===== src/rtl/cascade_timer_pkg.sv =====
// Shared definitions for the cascaded mod-M timer: bit-width helper
// and the run-control FSM state encoding.
package cascade_timer_pkg;

    typedef enum logic [1:0] {
        ST_IDLE  = 2'd0,
        ST_RUN   = 2'd1,
        ST_PAUSE = 2'd2,
        ST_ALARM = 2'd3
    } state_t;

    // Bits needed to hold 'value' (minimum 1).
    function automatic int clogb2(input int value);
        int r;
        r = 1;
        for (int i = 0; i < 31; i++) begin
            if ((value >> i) != 0) r = i + 1;
        end
        return r;
    endfunction

endpackage


===== src/rtl/cascade_timer_stage.sv =====
// One mod-M counter stage. Ports: clk, aclr (async low), clr/load (sync),
// load_data (saturated to M-1), en; q = count, carry = en && q==M-1.
module cascade_timer_stage
    import cascade_timer_pkg::*;
#(
    parameter int M = 60,
    parameter int W = clogb2(M - 1)
) (
    input  logic         clk,
    input  logic         aclr,
    input  logic         clr,
    input  logic         load,
    input  logic [W-1:0] load_data,
    input  logic         en,
    output logic [W-1:0] q,
    output logic         carry
);

    localparam logic [W-1:0] MAXV = W'(M - 1);

    logic [W-1:0] q_d, q_q;

    always_comb begin
        q_d = q_q;
        if (clr) begin
            q_d = '0;
        end else if (load) begin
            q_d = (load_data > MAXV) ? MAXV : load_data;
        end else if (en) begin
            q_d = (q_q == MAXV) ? '0 : q_q + W'(1);
        end
    end

    always_ff @(posedge clk or negedge aclr) begin
        if (!aclr) q_q <= '0;
        else       q_q <= q_d;
    end

    assign q     = q_q;
    assign carry = en && (q_q == MAXV);

endmodule


===== src/rtl/cascade_timer_ctrl.sv =====
// Run-control sequencer for a two-stage cascaded timer: prescaler, IDLE/RUN/
// PAUSE/ALARM FSM, preset load and alarm compare. Ports: clk, aclr (async
// low), start/stop/clear/load levels, lo/hi presets and alarm values; outputs
// lo_q/hi_q counts, tick/wrap pulses, running, alarm.
// Optional macro CASCADE_TIMER_AUTO_RELOAD_EN: alarm match reloads the last
// preset, stays in RUN and pulses alarm for one cycle.
module cascade_timer_ctrl
    import cascade_timer_pkg::*;
#(
    parameter  int M_LO     = 60,
    parameter  int M_HI     = 60,
    parameter  int TICK_DIV = 50000000,
    localparam int NL       = clogb2(M_LO - 1),
    localparam int NH       = clogb2(M_HI - 1),
    localparam int PW       = clogb2(TICK_DIV - 1)
) (
    input  logic          clk,
    input  logic          aclr,
    input  logic          start,
    input  logic          stop,
    input  logic          clear,
    input  logic          load,
    input  logic [NL-1:0] lo_data,
    input  logic [NH-1:0] hi_data,
    input  logic [NL-1:0] alarm_lo,
    input  logic [NH-1:0] alarm_hi,
    output logic [NL-1:0] lo_q,
    output logic [NH-1:0] hi_q,
    output logic          tick,
    output logic          wrap,
    output logic          running,
    output logic          alarm
);

    localparam logic [NL-1:0] LO_MAX  = NL'(M_LO - 1);
    localparam logic [NH-1:0] HI_MAX  = NH'(M_HI - 1);
    localparam logic [PW-1:0] PRE_MAX = PW'(TICK_DIV - 1);

    state_t        state_d, state_q;
    logic [PW-1:0] pre_d, pre_q;
    logic          running_d, running_q;
    logic          alarm_d, alarm_q;

    logic          cnt_clr, cnt_load, load_ok, match;
    logic          lo_carry, hi_carry;
    logic [NL-1:0] lo_nx, ld_lo;
    logic [NH-1:0] hi_nx, ld_hi;

    assign tick = (state_q == ST_RUN) && (pre_q == PRE_MAX);
    assign wrap = hi_carry;

    // Counts the stages will hold after this tick; alarm compares these.
    assign lo_nx = (lo_q == LO_MAX) ? '0 : lo_q + NL'(1);
    assign hi_nx = !lo_carry ? hi_q :
                   (hi_q == HI_MAX) ? '0 : hi_q + NH'(1);
    assign match = tick && !clear &&
                   (lo_nx == alarm_lo) && (hi_nx == alarm_hi);

`ifdef CASCADE_TIMER_AUTO_RELOAD_EN
    logic [NL-1:0] preset_lo_d, preset_lo_q;
    logic [NH-1:0] preset_hi_d, preset_hi_q;

    always_comb begin
        preset_lo_d = preset_lo_q;
        preset_hi_d = preset_hi_q;
        if (load_ok) begin
            preset_lo_d = (lo_data > LO_MAX) ? LO_MAX : lo_data;
            preset_hi_d = (hi_data > HI_MAX) ? HI_MAX : hi_data;
        end
    end

    always_ff @(posedge clk or negedge aclr) begin
        if (!aclr) begin
            preset_lo_q <= '0;
            preset_hi_q <= '0;
        end else begin
            preset_lo_q <= preset_lo_d;
            preset_hi_q <= preset_hi_d;
        end
    end

    // A match overrides the tick increment with the stored preset.
    assign cnt_load = load_ok || match;
    assign ld_lo    = match ? preset_lo_q : lo_data;
    assign ld_hi    = match ? preset_hi_q : hi_data;
`else
    assign cnt_load = load_ok;
    assign ld_lo    = lo_data;
    assign ld_hi    = hi_data;
`endif

    always_comb begin
        state_d = state_q;
        pre_d   = pre_q;
        cnt_clr = 1'b0;
        load_ok = 1'b0;
        if (state_q == ST_RUN) begin
            pre_d = tick ? '0 : pre_q + PW'(1);
        end
        if (clear) begin
            state_d = ST_IDLE;
            pre_d   = '0;
            cnt_clr = 1'b1;
        end else if (state_q == ST_RUN) begin
            if (stop) state_d = ST_PAUSE;
`ifndef CASCADE_TIMER_AUTO_RELOAD_EN
            if (match) state_d = ST_ALARM;
`endif
        end else if (!stop) begin
            if (start) begin
                state_d = ST_RUN;
                if (state_q == ST_IDLE) pre_d = '0;
            end else if (load && state_q != ST_ALARM) begin
                load_ok = 1'b1;
                pre_d   = '0;
            end
        end
        running_d = (state_d == ST_RUN);
`ifdef CASCADE_TIMER_AUTO_RELOAD_EN
        alarm_d = match;
`else
        alarm_d = (state_d == ST_ALARM);
`endif
    end

    always_ff @(posedge clk or negedge aclr) begin
        if (!aclr) begin
            state_q   <= ST_IDLE;
            pre_q     <= '0;
            running_q <= 1'b0;
            alarm_q   <= 1'b0;
        end else begin
            state_q   <= state_d;
            pre_q     <= pre_d;
            running_q <= running_d;
            alarm_q   <= alarm_d;
        end
    end

    assign running = running_q;
    assign alarm   = alarm_q;

    cascade_timer_stage #(.M(M_LO), .W(NL)) u_lo (
        .clk       (clk),
        .aclr      (aclr),
        .clr       (cnt_clr),
        .load      (cnt_load),
        .load_data (ld_lo),
        .en        (tick),
        .q         (lo_q),
        .carry     (lo_carry)
    );

    cascade_timer_stage #(.M(M_HI), .W(NH)) u_hi (
        .clk       (clk),
        .aclr      (aclr),
        .clr       (cnt_clr),
        .load      (cnt_load),
        .load_data (ld_hi),
        .en        (lo_carry),
        .q         (hi_q),
        .carry     (hi_carry)
    );

endmodule


===== config.mk =====
export PLATFORM = sky130hd
export DESIGN_NAME = cascade_timer_ctrl
export DESIGN_NICKNAME = d
export VERILOG_FILES = /design/src/rtl/cascade_timer_pkg.sv /design/src/rtl/cascade_timer_stage.sv /design/src/rtl/cascade_timer_ctrl.sv
export SDC_FILE = /design/constraint.sdc
export NUM_CORES = 1
export LEC_CHECK = 0
export BUFFER_PORTS_ARGS = -buffer_cell sky130_fd_sc_hd__buf_2
export CORE_MARGIN = 1
export CORE_UTILIZATION = 31
export CTS_CLUSTER_SIZE = 8
export DETAILED_ROUTE_END_ITERATION = 10
export SYNTH_ARGS = -nofsm -noshare
export SYNTH_HDL_FRONTEND = slang
export SYNTH_SLANG_ARGS = --single-unit

===== constraint.sdc =====
create_clock -name clk -period 4.17 [get_ports clk]
set_input_delay 0.834 -clock clk [delete_from_list [all_inputs] [get_ports clk]]
set_output_delay 0.834 -clock clk [all_outputs]
set_load 0.03 [all_outputs]

==> qor.yml <==
cts_hold_buffers: 0
power_uw: 830.5
ys_seq_area_frac: 0.3738
setup_tns_ps: 0
cts_buffer_depth: 2
insertion_delay_ps: 300
cts_tree: "done"
maxCapViolations: 0
cts.clk_slew.worst_paths_ps: 80
overflow: 0
diodes: 0
timing.fmax_ghz: 0.3107
antenna_found_initial: 0
nets: 411
cts_max_level: 2
numCtsBuffers: 5
tightest_slew_ps: 963.1
criticalPathCategory: "reg2out"
port_buffers: 45
grt_pass1_wl_um: 12300
ys.flop_type: "dfrtp_1"
drt-initial-drc-count: 136
cts_root_buffer: "clkbuf_8"
gp_congestion: 0.8450
grt_pass1_vias: 2590
reg2reg_setup_slack_ps: 1200
synth_nets: 373
drive_above_1_share: 0.1662
core_area_um2: 8763
drv_slew: 0
crit_fanout: 6
layout_commonest_cell: "nor2_1"
hpwl_um: 5239
critPathRequiredTime_ps: 3340
wl_um: 7234
ir_drop_mv: 0.09867
synth_area_um2: 2811
period_share: 0.7718
synth.area.top_cells: "dfrtp_1, nor2_1, xnor2_1, xor2_1, nand2_1"
drc_errors: 0
grt_max_degree: 43
post_cts_buffers: 0
p_leak_uw: 0.001413
die_x_um: 97.23
yosysUniqueCellTypes: 49
min_period_ps: 3219
postCtsResizedCells: 0
relSlewSlack: 0.3579
vias: 2602
start_kind: "flop"
grt_usage: 0.1588
start_util: 0.3208
synth.top_cell.area_share: 0.3738
placedCellCount: 479
io_pins: 46
rsz0062_at_grt: "no"
finalNonFillerCells: 487
stdcell_area_um2: 3227
drtAntennaViolNets: 0
netlist_instances: 340
cp.arrival_ps: 2380
clock_skew_ps: 13.12
avgViaCountPerCell: 5.343
ys_ff_latch: 42
firstDrtPassIters: 4
p_per_area_nw_per_um2: 257.4
dieArea_um2: 9454
status: "completed"
setup_violations: 0
synth_edf_count: 0
rows: 34
hold_path_class: "reg2reg"
cp-end-kind: "output port"
place_area_um2: 3117
area_delta_synth_final_pct: 14.78
routedWlPerCell_um: 14.85
fillers: 882
synth_top_area_cell: "dfrtp_1"
synth.avg_cell_area_um2: 8.269
numClockSinks: 42
hold_viol: 0
layout_common_cells: "nor2_1, buf_2, dfrtp_1, nand2_1, xnor2_1"
die_h_um: 97.23
ys_warn_count: 0
synth_async_sr_flop_share: 1.000
-- cell families (layout without fill, tap and decap cells) --
| logic type | Yosys count | after routing | share of synthesized area |
|---|---|---|---|
| adders and majority gates | 3 | 3 | 0.01335 |
| DFF | 42 | 42 | 0.3738 |
| xor gates and xnor gates | 33 | 33 | 0.1028 |
| AOI/OAI and AO/OA | 59 | 59 | 0.1429 |
| buffers and inverters | 30 | 69 | 0.04361 |
| and+or+nand+nor | 168 | 168 | 0.3057 |
| muxes | 5 | 5 | 0.01780 |
-- flip-flops by register name, summed over array words and instances, names as in the netlist --
signal	flops
u_hi.q	6
running	1
alarm	1
state_q	2
u_lo.q	6
pre_q	26
-- Yosys cell counts, drive strengths merged, types with 2 or more instances --
master	count
ha	3
clkbuf	14
nand3	17
nor3	6
dfrtp	42
a2111oi	3
a21oi	13
xnor2	18
and4	3
nor3b	2
a211oi	10
o211ai	4
or2	2
nor4	5
buf	2
and4b	2
nand4b	2
and3	13
mux2i	5
o21ai	12
a31oi	2
nor2	62
o32ai	3
nand2	30
nor2b	5
nand4	9
and2	3
inv	14
a311oi	5
xor2	15
-- final timing paths --
path	start	endpoint	cells after the start
min in group asynchronous	aclr	u_hi.q[5]	1
worst min-delay path	pre_q[25]	pre_q[25]	2
worst max-delay path	pre_q[7]	wrap	5
worst max register to register	pre_q[7]	alarm	8
max in group asynchronous	aclr	pre_q[11]	1
worst min register to register	pre_q[25]	pre_q[25]	2
-- layer usage --
layer	wire length (um)	vias to the layer above	GRT usage
li1	-	1278	-
met1	3392	1224	0.2111
met2	3375	95	0.2633
met3	424	5	0.03165
met4	42	0	0.04186
met5	0	-	0
-- stage by stage --
step	hold WS, ps	worst slack [ps]	utilization
3_3_place_gp	528.5	1262	0.3557
2_1_floorplan	497.3	1058	-
4_1_cts	560.6	942.8	0.3682
3_5_place_dp	540.1	1230	0.3557
5_1_grt	595.0	796.0	0.3682
6_report	557.4	951.4	0.3682
-- power breakdown --
group / total (uW) / switching (uW) / leakage, uW / internal, uW
Combinational: 93.3 / 60.3 / 0.000772 / 33.0
Sequential: 424 / 11.7 / 0.000583 / 412
Clock: 313 / 146 / 0.0000575 / 167
-- layout make-up --
cell class | instances | area (um^2) | share of cell area
clock buffer | 8 | 110.1 | 0.03412
inverter | 14 | 52.55 | 0.01629
multi-input combinational | 268 | 1638 | 0.5076
sequential | 42 | 1051 | 0.3257
tap | 108 | 135.1 | 0.04188
timing repair buffer | 47 | 240.2 | 0.07445
-- critical path: stages, from the launching register on --
cell,delay [ps]
dfrtp_1,420
or3b_2,530
nor4_4,400
nand4_1,340
nor2_1,190
buf_2,210
No activity file was read; power rests on OpenSTA's default activity.
